--- config.mk ---
export PLATFORM = sky130hd
export DESIGN_NAME = j1_io_hub
export DESIGN_NICKNAME = d
export VERILOG_FILES = /design/src/rtl/j1_io_hub.sv
export SDC_FILE = /design/constraint.sdc
export NUM_CORES = 1
export LEC_CHECK = 0
export BUFFER_PORTS_ARGS = -buffer_cell sky130_fd_sc_hd__buf_2
export CAP_MARGIN = 15
export CORE_UTILIZATION = 37
export DETAILED_ROUTE_END_ITERATION = 8
export MAX_ROUTING_LAYER = met4
export PLACE_DENSITY = 0.72
export SYNTH_ARGS = -nofsm -noshare
export SYNTH_HDL_FRONTEND = slang
export SYNTH_SLANG_ARGS = --single-unit
export TNS_END_PERCENT = 5
--- constraint.sdc ---
create_clock -name sys_clk_i -period 1.9 [get_ports sys_clk_i]
set_input_delay 0.38 -clock sys_clk_i [delete_from_list [all_inputs] [get_ports sys_clk_i]]
set_output_delay 0.38 -clock sys_clk_i [all_outputs]
set_load 0.05 [all_outputs]
--- src/rtl/j1_io_hub.sv ---
// j1_io_hub: memory-mapped I/O hub between the J1 I/O bus and SLOTS peripheral slots.
// Define IO_HUB_ERR_CNT_EN to add the err_count / last_err_addr error tracking outputs.
module j1_io_hub #(
    parameter int          SLOTS          = 8,
    parameter int          SLOT_ADDR_BITS = 8,
    parameter logic [15:0] BASE_ADDR      = 16'h6000,
    parameter int          TIMEOUT        = 15,
    parameter logic [15:0] DEFAULT_DATA   = 16'h0666
) (
    input  logic                      sys_clk_i,
    input  logic                      sys_rst_n,
    input  logic                      io_rd,
    input  logic                      io_wr,
    input  logic [15:0]               io_addr,
    input  logic [15:0]               io_dout,
    output logic [15:0]               io_din,
    output logic                      io_stall,
    output logic [SLOT_ADDR_BITS-1:0] slv_addr,
    output logic [15:0]               slv_wdata,
    output logic [SLOTS-1:0]          slv_wr,
    output logic [SLOTS-1:0]          slv_rd,
    input  logic [16*SLOTS-1:0]       slv_rdata,
    input  logic [SLOTS-1:0]          slv_ack
`ifdef IO_HUB_ERR_CNT_EN
    ,
    output logic [15:0]               err_count,
    output logic [15:0]               last_err_addr
`endif
);

    localparam int          SW           = (SLOTS > 1) ? $clog2(SLOTS) : 1;
    localparam int unsigned END_ADDR     = 32'(BASE_ADDR) + (32'(SLOTS) << SLOT_ADDR_BITS);
    localparam logic [15:0] TIMEOUT_LAST = 16'(TIMEOUT - 1);

    localparam logic [1:0] IDLE      = 2'd0;
    localparam logic [1:0] READ_WAIT = 2'd1;
    localparam logic [1:0] DONE      = 2'd2;

    logic [1:0]    state;
    logic [1:0]    state_nxt;
    logic [15:0]   addr_off;
    logic          hit;
    logic [SW-1:0] addr_slot;
    logic [SW-1:0] rd_slot;
    logic [SW+3:0] rd_lsb;
    logic [15:0]   wait_cnt;
    logic [15:0]   rd_data;
    logic          wr_accept;
    logic          wr_hit;
    logic          rd_start;
    logic          rd_ack;
    logic          rd_timeout;

    assign addr_off  = io_addr - BASE_ADDR;
    assign hit       = (io_addr >= BASE_ADDR) && (32'(io_addr) < END_ADDR);
    assign addr_slot = SW'(addr_off >> SLOT_ADDR_BITS);
    assign rd_lsb    = {rd_slot, 4'b0000};

    assign wr_accept  = io_wr && (state != READ_WAIT);
    assign wr_hit     = wr_accept && hit;
    assign rd_start   = (state == IDLE) && io_rd && !io_wr;
    assign rd_ack     = (state == READ_WAIT) && slv_ack[rd_slot];
    // The count reaches TIMEOUT on this cycle's increment; a same-cycle ack takes priority.
    assign rd_timeout = (state == READ_WAIT) && !slv_ack[rd_slot] && (wait_cnt == TIMEOUT_LAST);

    // Stall is gated by reset so J1 is released the moment reset asserts.
    assign io_stall = sys_rst_n && (rd_start || (state == READ_WAIT));
    assign io_din   = (state == DONE) ? rd_data : DEFAULT_DATA;
    assign slv_rd   = (state == READ_WAIT) ? (SLOTS'(1) << rd_slot) : '0;

    always_comb begin
        state_nxt = state;
        case (state)
            IDLE:      if (rd_start) state_nxt = hit ? READ_WAIT : DONE;
            READ_WAIT: if (rd_ack || rd_timeout) state_nxt = DONE;
            DONE:      state_nxt = IDLE;
            default:   state_nxt = IDLE;
        endcase
    end

    always_ff @(posedge sys_clk_i or negedge sys_rst_n) begin
        if (!sys_rst_n) begin
            state    <= IDLE;
            rd_slot  <= '0;
            wait_cnt <= '0;
            rd_data  <= DEFAULT_DATA;
        end else begin
            state <= state_nxt;
            if (rd_start) begin
                rd_slot  <= addr_slot;
                wait_cnt <= '0;
                rd_data  <= DEFAULT_DATA;
            end else if (state == READ_WAIT) begin
                wait_cnt <= wait_cnt + 16'd1;
                if (rd_ack) rd_data <= slv_rdata[rd_lsb +: 16];
            end
        end
    end

    // Posted write latch: one register stage decouples J1 from the slot fanout.
    always_ff @(posedge sys_clk_i or negedge sys_rst_n) begin
        if (!sys_rst_n) begin
            slv_wr    <= '0;
            slv_addr  <= '0;
            slv_wdata <= '0;
        end else begin
            slv_wr <= wr_hit ? (SLOTS'(1) << addr_slot) : '0;
            if (wr_hit) begin
                slv_addr  <= io_addr[SLOT_ADDR_BITS-1:0];
                slv_wdata <= io_dout;
            end else if (rd_start && hit) begin
                slv_addr <= io_addr[SLOT_ADDR_BITS-1:0];
            end
        end
    end

`ifdef IO_HUB_ERR_CNT_EN
    logic err_evt;

    assign err_evt = rd_timeout || (rd_start && !hit) || (wr_accept && !hit);

    always_ff @(posedge sys_clk_i or negedge sys_rst_n) begin
        if (!sys_rst_n) begin
            err_count     <= '0;
            last_err_addr <= '0;
        end else if (err_evt) begin
            if (err_count != 16'hFFFF) err_count <= err_count + 16'd1;
            last_err_addr <= io_addr;
        end
    end
`endif

endmodule
==> metrics.txt, run 1 <==
# TYPE chip_impl_metric gauge
chip_impl_info{name="outcome",value="finished, violations left"} 1
chip_impl_info{name="violations",value="negative setup slack"} 1
chip_impl_metric{name="post_synth_mux_area_share",unit="%"} 32.7
chip_impl_metric{name="post-dp-hpwl",unit="mm"} 9.51
chip_impl_metric{name="fillers",unit=""} 904
chip_impl_metric{name="multiInputGateArea",unit="sq um"} 2360
chip_impl_metric{name="numPortBuffers",unit=""} 228
chip_impl_metric{name="yosysSeqAreaShare",unit="%"} 41.9
chip_impl_metric{name="syn-mean-instance-area",unit="sq um"} 12.2
chip_impl_metric{name="clock_tree.buffer_depth",unit=""} 2
chip_impl_info{name="cts_root_buf",value="sky130_fd_sc_hd__clkbuf_8"} 1
chip_impl_info{name="mostFrequentLayoutCells",value="sky130_fd_sc_hd__buf_2 (208), sky130_fd_sc_hd__dfrtp_1 (60), sky130_fd_sc_hd__mux2i_1 (33), sky130_fd_sc_hd__mux4_2 (32)"} 1
chip_impl_info{name="setup.worst_path.start_class",value="register"} 1
chip_impl_metric{name="gr-total-overflow",unit=""} 0
chip_impl_metric{name="timing.final.crit_share",unit="%"} 101
chip_impl_metric{name="power_density_relative_to_cell_area",unit="nW/um^2"} 778
chip_impl_metric{name="skew",unit="ns"} 0.00912
chip_impl_metric{name="floorplan.die.height",unit="microns"} 108
chip_impl_info{name="mostFrequentLayoutCell",value="sky130_fd_sc_hd__buf_2"} 1
chip_impl_metric{name="later_pin_clock_latency_in_the_skew_report",unit="ns"} 0.34
chip_impl_metric{name="dr_total_vias",unit=""} 3747
chip_impl_metric{name="tightest_slew",unit="ns"} 0.837
chip_impl_metric{name="grt_max_degree",unit=""} 70
chip_impl_metric{name="worst_ir_drop_vdd",unit="uV"} 556
chip_impl_metric{name="start_util",unit="%"} 38.0
chip_impl_metric{name="detail_route.wl_per_cell",unit="microns"} 16.0
chip_impl_metric{name="synth_compound_area_share",unit="%"} 2.78
chip_impl_metric{name="core_area",unit="sq um"} 10900
chip_impl_metric{name="maxClockFrequency",unit="MHz"} 522
chip_impl_metric{name="final_report_max_slew_violation_count",unit=""} 0
chip_impl_metric{name="antenna_found_initial",unit=""} 0
chip_impl_metric{name="area_delta_synth_final",unit="%"} 46.9
chip_impl_metric{name="finalHoldViolations",unit=""} 0
chip_impl_metric{name="ys_async_sr_fraction",unit="%"} 100
chip_impl_info{name="holdCritPathClass",value="in2reg"} 1
chip_impl_metric{name="first_pass_iters",unit=""} 4
chip_impl_metric{name="area.sequential",unit="sq um"} 1740
chip_impl_metric{name="clock_tree.htree_level_count",unit=""} 3
chip_impl_metric{name="critical_path_peak_fanout",unit=""} 5
chip_impl_metric{name="worst_ep_arrival_time",unit="ns"} 1.54
chip_impl_metric{name="grt_pass1_wl",unit="mm"} 18.4
chip_impl_metric{name="synthesized_area",unit="sq um"} 4140
chip_impl_metric{name="finalSetupViolCount",unit=""} 1
chip_impl_metric{name="power.leakage",unit="uW"} 0.00304
chip_impl_info{name="grt_setup_unrepaired",value="true"} 1
chip_impl_metric{name="num_io_pins",unit=""} 229
chip_impl_metric{name="period_needed",unit="ns"} 1.92
chip_impl_metric{name="ys_types",unit=""} 48
chip_impl_metric{name="drive_above_1_share",unit="%"} 62.0
chip_impl_metric{name="postLayoutCellArea",unit="sq um"} 6080
chip_impl_metric{name="netlist_instances",unit=""} 339
chip_impl_metric{name="clock_sink_count",unit=""} 69
chip_impl_metric{name="maxCapViolCount",unit=""} 0
chip_impl_info{name="worst-setup-path-type",value="reg2out"} 1
chip_impl_metric{name="synth_adder_area_share",unit="%"} 0.605
chip_impl_metric{name="totalWireLength",unit="mm"} 11.7
chip_impl_metric{name="setup-tns-final",unit="ns"} -0.0170
chip_impl_metric{name="whs",unit="ns"} 0.259
chip_impl_metric{name="detail_route.drc_violations",unit=""} 0
chip_impl_metric{name="ys_warn_count",unit=""} 0
chip_impl_metric{name="xor_xnor_fraction_of_synth_area",unit="%"} 2.33
chip_impl_metric{name="yosys_register_bits",unit=""} 69
chip_impl_info{name="tritoncts",value="done"} 1
chip_impl_metric{name="drtIter0Drc",unit=""} 172
chip_impl_metric{name="placementRows",unit=""} 38
chip_impl_metric{name="grt_pass1_vias",unit=""} 3761
chip_impl_metric{name="postPlaceCellArea",unit="sq um"} 5630
chip_impl_metric{name="die_area",unit="sq um"} 11600
chip_impl_metric{name="final_nets",unit=""} 761
chip_impl_metric{name="post_synth_and_or_nand_nor_area_fraction",unit="%"} 16.4
chip_impl_metric{name="cts_hold_fix_bufs",unit=""} 0
chip_impl_metric{name="final_critical_path_setup_slack",unit="ns"} -0.0170
chip_impl_metric{name="vias_per_cell",unit=""} 5.12
chip_impl_metric{name="layout.core_utilization",unit="%"} 55.8
chip_impl_info{name="synth_ff_type",value="sky130_fd_sc_hd__dfrtp_1"} 1
chip_impl_metric{name="drt.antenna.violating_nets",unit=""} 0
chip_impl_metric{name="syn-num-nets",unit=""} 513
chip_impl_metric{name="synth_edf_count",unit=""} 0
chip_impl_metric{name="floorplan.die.width",unit="microns"} 108
chip_impl_metric{name="detailedPlace.worstSlack",unit="ns"} 0.0650
chip_impl_metric{name="cp_data_required_time",unit="ns"} 1.52
chip_impl_metric{name="grt_util_all_layers",unit="%"} 21.5
chip_impl_info{name="endpoint_kind",value="output port"} 1
chip_impl_info{name="combinational_family_with_the_most_area_after_synthesis",value="multiplexers"} 1
chip_impl_metric{name="gp_congestion",unit=""} 0.869
chip_impl_metric{name="timing.slew.headroom",unit="%"} 44.2
chip_impl_metric{name="clk_pin_slew_worst_paths",unit="ns"} 0.08
chip_impl_metric{name="cts-buffers-inserted",unit=""} 9
chip_impl_metric{name="diodes",unit=""} 0
[metrics by stage]
stage               power, uW  cells
floorplan                2790    339
global placement         3260    709
detailed placement       3280    709
CTS                      4770    732
global route             4980    732
finish                   4730    732
[state kept, by name (all words and copies together), names as in the netlist]
| name | count |
|---|---|
| rd_data | 16 |
| slv_wr | 8 |
| slv_wdata | 16 |
| rd_slot | 3 |
| slv_addr | 8 |
| wait_cnt | 16 |
| state | 2 |
[worst max-delay path: stages, from the launching register on]
cell	delay, ns
sky130_fd_sc_hd__dfrtp_2	0.44
sky130_fd_sc_hd__buf_6	0.13
sky130_fd_sc_hd__nor4b_4	0.29
sky130_fd_sc_hd__o21a_2	0.19
sky130_fd_sc_hd__buf_8	0.15
[worst paths after layout]
kind | cells after the start | slack [ns] | end | startpoint
worst min register to register | 1 | 0.50 | slv_wdata[0] | slv_wdata[0]
worst max register to register | 5 | 0.06 | wait_cnt[15] | state[1]
worst min-delay path | 2 | 0.26 | slv_wr[0] | io_addr[10]
max in group asynchronous | 2 | 1.01 | state[1] | sys_rst_n
min in group asynchronous | 2 | 0.30 | wait_cnt[12] | sys_rst_n
worst max-delay path | 4 | -0.02 | io_stall | state[1]
[report_power, final]
group          switching, uW  internal [uW]
logic                    873            718
registers               85.4           1600
clock network            574            878
total                   1530           3200
[cell families after synthesis]
logic type | count (synthesis)
simple gates | 120
mux | 92
buf+inv | 27
fa+ha+maj | 2
xor+xnor | 11
compound gates | 18
flops | 69
[cells in the mapped netlist (all sizes together) (2+ instances only)]
cell type	instances	area share, %
nand2	25	2.3
or3	3	0.60
nand2b	11	1.7
a21oi	8	0.97
o21ai	3	0.36
mux4	32	17
nor3	13	1.6
clkbuf	7	0.63
and2	10	1.5
xnor2	8	1.7
xor2	3	0.63
nor2	28	2.6
ha	2	0.60
nand4	3	0.45
dfrtp	63	38
inv	5	0.45
mux2	27	7.3
dfstp	6	3.8
nor2b	3	0.45
nand3	6	1.3
buf	15	2.2
nor4b	3	1.0
nor4	7	1.1
mux2i	33	8.0
[layout make-up]
class | count | share of cell area [%]
Clock buffer | 9 | 2.04
Clock inverter | 7 | 2.00
Inverter | 5 | 0.309
Multi-Input combinational cell | 243 | 38.8
Sequential cell | 69 | 28.6
Tap cell | 140 | 2.88
Timing Repair Buffer | 259 | 25.3
[per-layer routing]
layer	wire length [microns]	part of all wire, %	track usage [%]	vias to the layer above
li1	-	-	-	1742
met5	0	0	-	-
met2	6120	52	36.0	178
met4	190	1.6	8.81	0
met1	4660	40	26.1	1811
met3	732	6.3	3.21	16
[repair_timing]
| action | CTS | global route |
|---|---|---|
| pin swaps | 3 | 3 |
| setup buffers | 7 | 0 |
| setup endpoints to repair | 24 | 28 |
| resized for setup | 32 | 16 |
No activity file was read; power rests on OpenSTA's default activity.
==> run 2, diff against run 1 <==
Settings changed: REMOVE_ABC_BUFFERS from default to 1, TNS_END_PERCENT 5 to default.
==> run 2 against run 1 <==
  * The flow still finishes with violations (negative setup slack)
  * Critical path depth is the same
  * Global-route usage increased by 0.54 points
  * Sequential cell count stayed put
==> metrics.txt, run 2 (synthesized netlist as in run 1, its figures left out) <==
# TYPE chip_impl_metric gauge
chip_impl_metric{name="vias_per_cell",unit=""} 5.10
chip_impl_metric{name="maxCapViolCount",unit=""} 0
chip_impl_info{name="tritoncts",value="done"} 1
chip_impl_metric{name="antenna_found_initial",unit=""} 0
chip_impl_metric{name="area_delta_synth_final",unit="%"} 47.2
chip_impl_metric{name="power_density_relative_to_cell_area",unit="nW/um^2"} 764
chip_impl_info{name="mostFrequentLayoutCells",value="sky130_fd_sc_hd__buf_2 (207), sky130_fd_sc_hd__dfrtp_1 (58), sky130_fd_sc_hd__mux2i_1 (33), sky130_fd_sc_hd__mux4_2 (32)"} 1
chip_impl_metric{name="finalHoldViolations",unit=""} 0
chip_impl_metric{name="skew",unit="ns"} 0.0103
chip_impl_metric{name="timing.final.crit_share",unit="%"} 101
chip_impl_metric{name="post-dp-hpwl",unit="mm"} 8.87
chip_impl_metric{name="clock_tree.htree_level_count",unit=""} 3
chip_impl_info{name="crit-reg2reg-capture",value="wait_cnt[15]"} 1
chip_impl_metric{name="start_util",unit="%"} 38.0
chip_impl_metric{name="floorplan.die.width",unit="microns"} 108
chip_impl_metric{name="gp_congestion",unit=""} 0.826
chip_impl_metric{name="period_needed",unit="ns"} 1.91
chip_impl_info{name="violations",value="negative setup slack"} 1
chip_impl_metric{name="report.power.total",unit="uW"} 4660
chip_impl_metric{name="num_io_pins",unit=""} 229
chip_impl_metric{name="clock_sink_count",unit=""} 69
chip_impl_metric{name="reg2reg_slack",unit="ns"} -0.01
chip_impl_metric{name="detail_route.wl_per_cell",unit="microns"} 16.5
chip_impl_metric{name="cts-buffers-inserted",unit=""} 9
chip_impl_metric{name="worst_ir_drop_vdd",unit="uV"} 558
chip_impl_metric{name="cts_hold_fix_bufs",unit=""} 0
chip_impl_metric{name="totalWireLength",unit="mm"} 11.9
chip_impl_metric{name="final_report_max_slew_violation_count",unit=""} 0
chip_impl_metric{name="drive_above_1_share",unit="%"} 63.1
chip_impl_metric{name="first_pass_iters",unit=""} 4
chip_impl_metric{name="timing.reg2reg.worst_path_depth",unit=""} 5
chip_impl_info{name="registers_with_the_most_flip_flops",value="rd_data: 16 flops, slv_wdata: 16 flops, wait_cnt: 16 flops"} 1
chip_impl_metric{name="post-place-cells",unit=""} 700
chip_impl_info{name="mostFrequentLayoutCell",value="sky130_fd_sc_hd__buf_2"} 1
chip_impl_metric{name="critical_path_peak_fanout",unit=""} 6
chip_impl_info{name="holdCritPathClass",value="in2async"} 1
chip_impl_metric{name="drtIter0Drc",unit=""} 156
chip_impl_metric{name="core_area",unit="sq um"} 10900
chip_impl_info{name="endpoint_kind",value="output port"} 1
chip_impl_metric{name="power.leakage",unit="uW"} 0.00303
chip_impl_metric{name="timing.slew.headroom",unit="%"} 62.0
chip_impl_metric{name="finalNonFillerCells",unit=""} 725
chip_impl_info{name="r2r_start",value="state[1]"} 1
chip_impl_metric{name="postLayoutCellArea",unit="sq um"} 6090
chip_impl_metric{name="postPlaceCellArea",unit="sq um"} 5520
chip_impl_metric{name="die_area",unit="sq um"} 11600
chip_impl_metric{name="final_nets",unit=""} 754
chip_impl_info{name="grt_setup_unrepaired",value="true"} 1
chip_impl_metric{name="floorplan.die.height",unit="microns"} 108
chip_impl_metric{name="grt_util_all_layers",unit="%"} 22.1
chip_impl_metric{name="placementRows",unit=""} 38
chip_impl_metric{name="drt.antenna.violating_nets",unit=""} 0
chip_impl_metric{name="final_critical_path_setup_slack",unit="ns"} -0.0133
chip_impl_info{name="worst-setup-path-type",value="reg2out"} 1
chip_impl_metric{name="diodes",unit=""} 0
chip_impl_metric{name="maxClockFrequency",unit="MHz"} 523
chip_impl_metric{name="clock_tree.buffer_depth",unit=""} 2
chip_impl_metric{name="grt_pass1_vias",unit=""} 3868
chip_impl_info{name="outcome",value="finished, violations left"} 1
chip_impl_info{name="cts_root_buf",value="sky130_fd_sc_hd__clkbuf_8"} 1
chip_impl_metric{name="dr_total_vias",unit=""} 3695
chip_impl_info{name="setup.worst_path.start_class",value="register"} 1
chip_impl_metric{name="finalSetupViolCount",unit=""} 3
chip_impl_metric{name="tightest_slew",unit="ns"} 0.569
chip_impl_metric{name="clk_pin_slew_worst_paths",unit="ns"} 0.08
chip_impl_metric{name="numPortBuffers",unit=""} 228
chip_impl_metric{name="worst_ep_arrival_time",unit="ns"} 1.53
chip_impl_metric{name="detail_route.drc_violations",unit=""} 0
chip_impl_metric{name="grt_max_degree",unit=""} 70
chip_impl_metric{name="whs",unit="ns"} 0.0457
chip_impl_metric{name="later_pin_clock_latency_in_the_skew_report",unit="ns"} 0.35
chip_impl_metric{name="gr-total-overflow",unit=""} 0
chip_impl_metric{name="cp_data_required_time",unit="ns"} 1.52
chip_impl_metric{name="grt_pass1_wl",unit="mm"} 19.0
run 2: where the power goes:
part | internal, uW | switching, uW | leakage (uW) | total, uW
Combinational | 695 | 856 | 0.00202 | 1550
Sequential | 1600 | 108 | 0.000902 | 1710
Clock | 760 | 634 | 0.000115 | 1390
Total | 3060 | 1600 | 0.00303 | 4660
run 2: worst max-delay path by stage:
stage,from,to,slack [ns],cells after the start
final,state[0],slv_rd[3],-0.01,4
after global placement,io_addr[11],slv_wr[4],0.06,6
after detailed placement,io_addr[11],slv_wr[4],0.01,6
after global routing,state[0],slv_rd[6],-0.10,4
after CTS,state[1],slv_rd[0],-0.005,4
after floorplan,rd_slot[1],slv_rd[2],-1.26,2
run 2: cell type report:
cell class	count	area, sq um
clock inverters	7	104
inverters	5	18.8
clock buffers	9	124
fillers	914	4790
repair buffers	252	1560
well taps	140	175
flip-flops and latches	69	1740
multi-input cells	243	2370
run 2: repair_timing:
item                                   CTS  global route
setup buffers                            5             3
gates resized for setup                 46            37
setup endpoints to repair               25            27
endpoints found under the hold margin    0             0
pin swaps                                1             8
gates cloned                             1             0
run 2: stage by stage:
| step | utilization, % | worst slack, ns | setup TNS, ns |
|---|---|---|---|
| 6_report | 56.0 | -0.0133 | -0.0391 |
| 5_1_grt | 56.0 | -0.104 | -1.03 |
| 4_1_cts | 54.6 | -0.00459 | -0.00459 |
| 3_5_place_dp | 50.7 | 0.0132 | 0 |
| 3_3_place_gp | 50.7 | 0.0600 | 0 |
| 2_1_floorplan | - | -1.26 | -25.61 |
run 2: per-layer routing:
metal	global-route usage (%)	vias up	share of wire (%)	wire [microns]
li1	-	1738	-	-
met1	25.4	1806	40	4750
met2	39.5	134	53	6390
met3	3.33	17	5.0	599
met4	6.85	0	1.7	203
met5	-	-	0	0
run 2: critical path: stages, from the launching register on:
cell                      delay, ns
sky130_fd_sc_hd__dfrtp_2       0.51
sky130_fd_sc_hd__nor2b_4       0.20
sky130_fd_sc_hd__nand2_2       0.11
sky130_fd_sc_hd__nor2_1        0.18
sky130_fd_sc_hd__buf_6         0.18
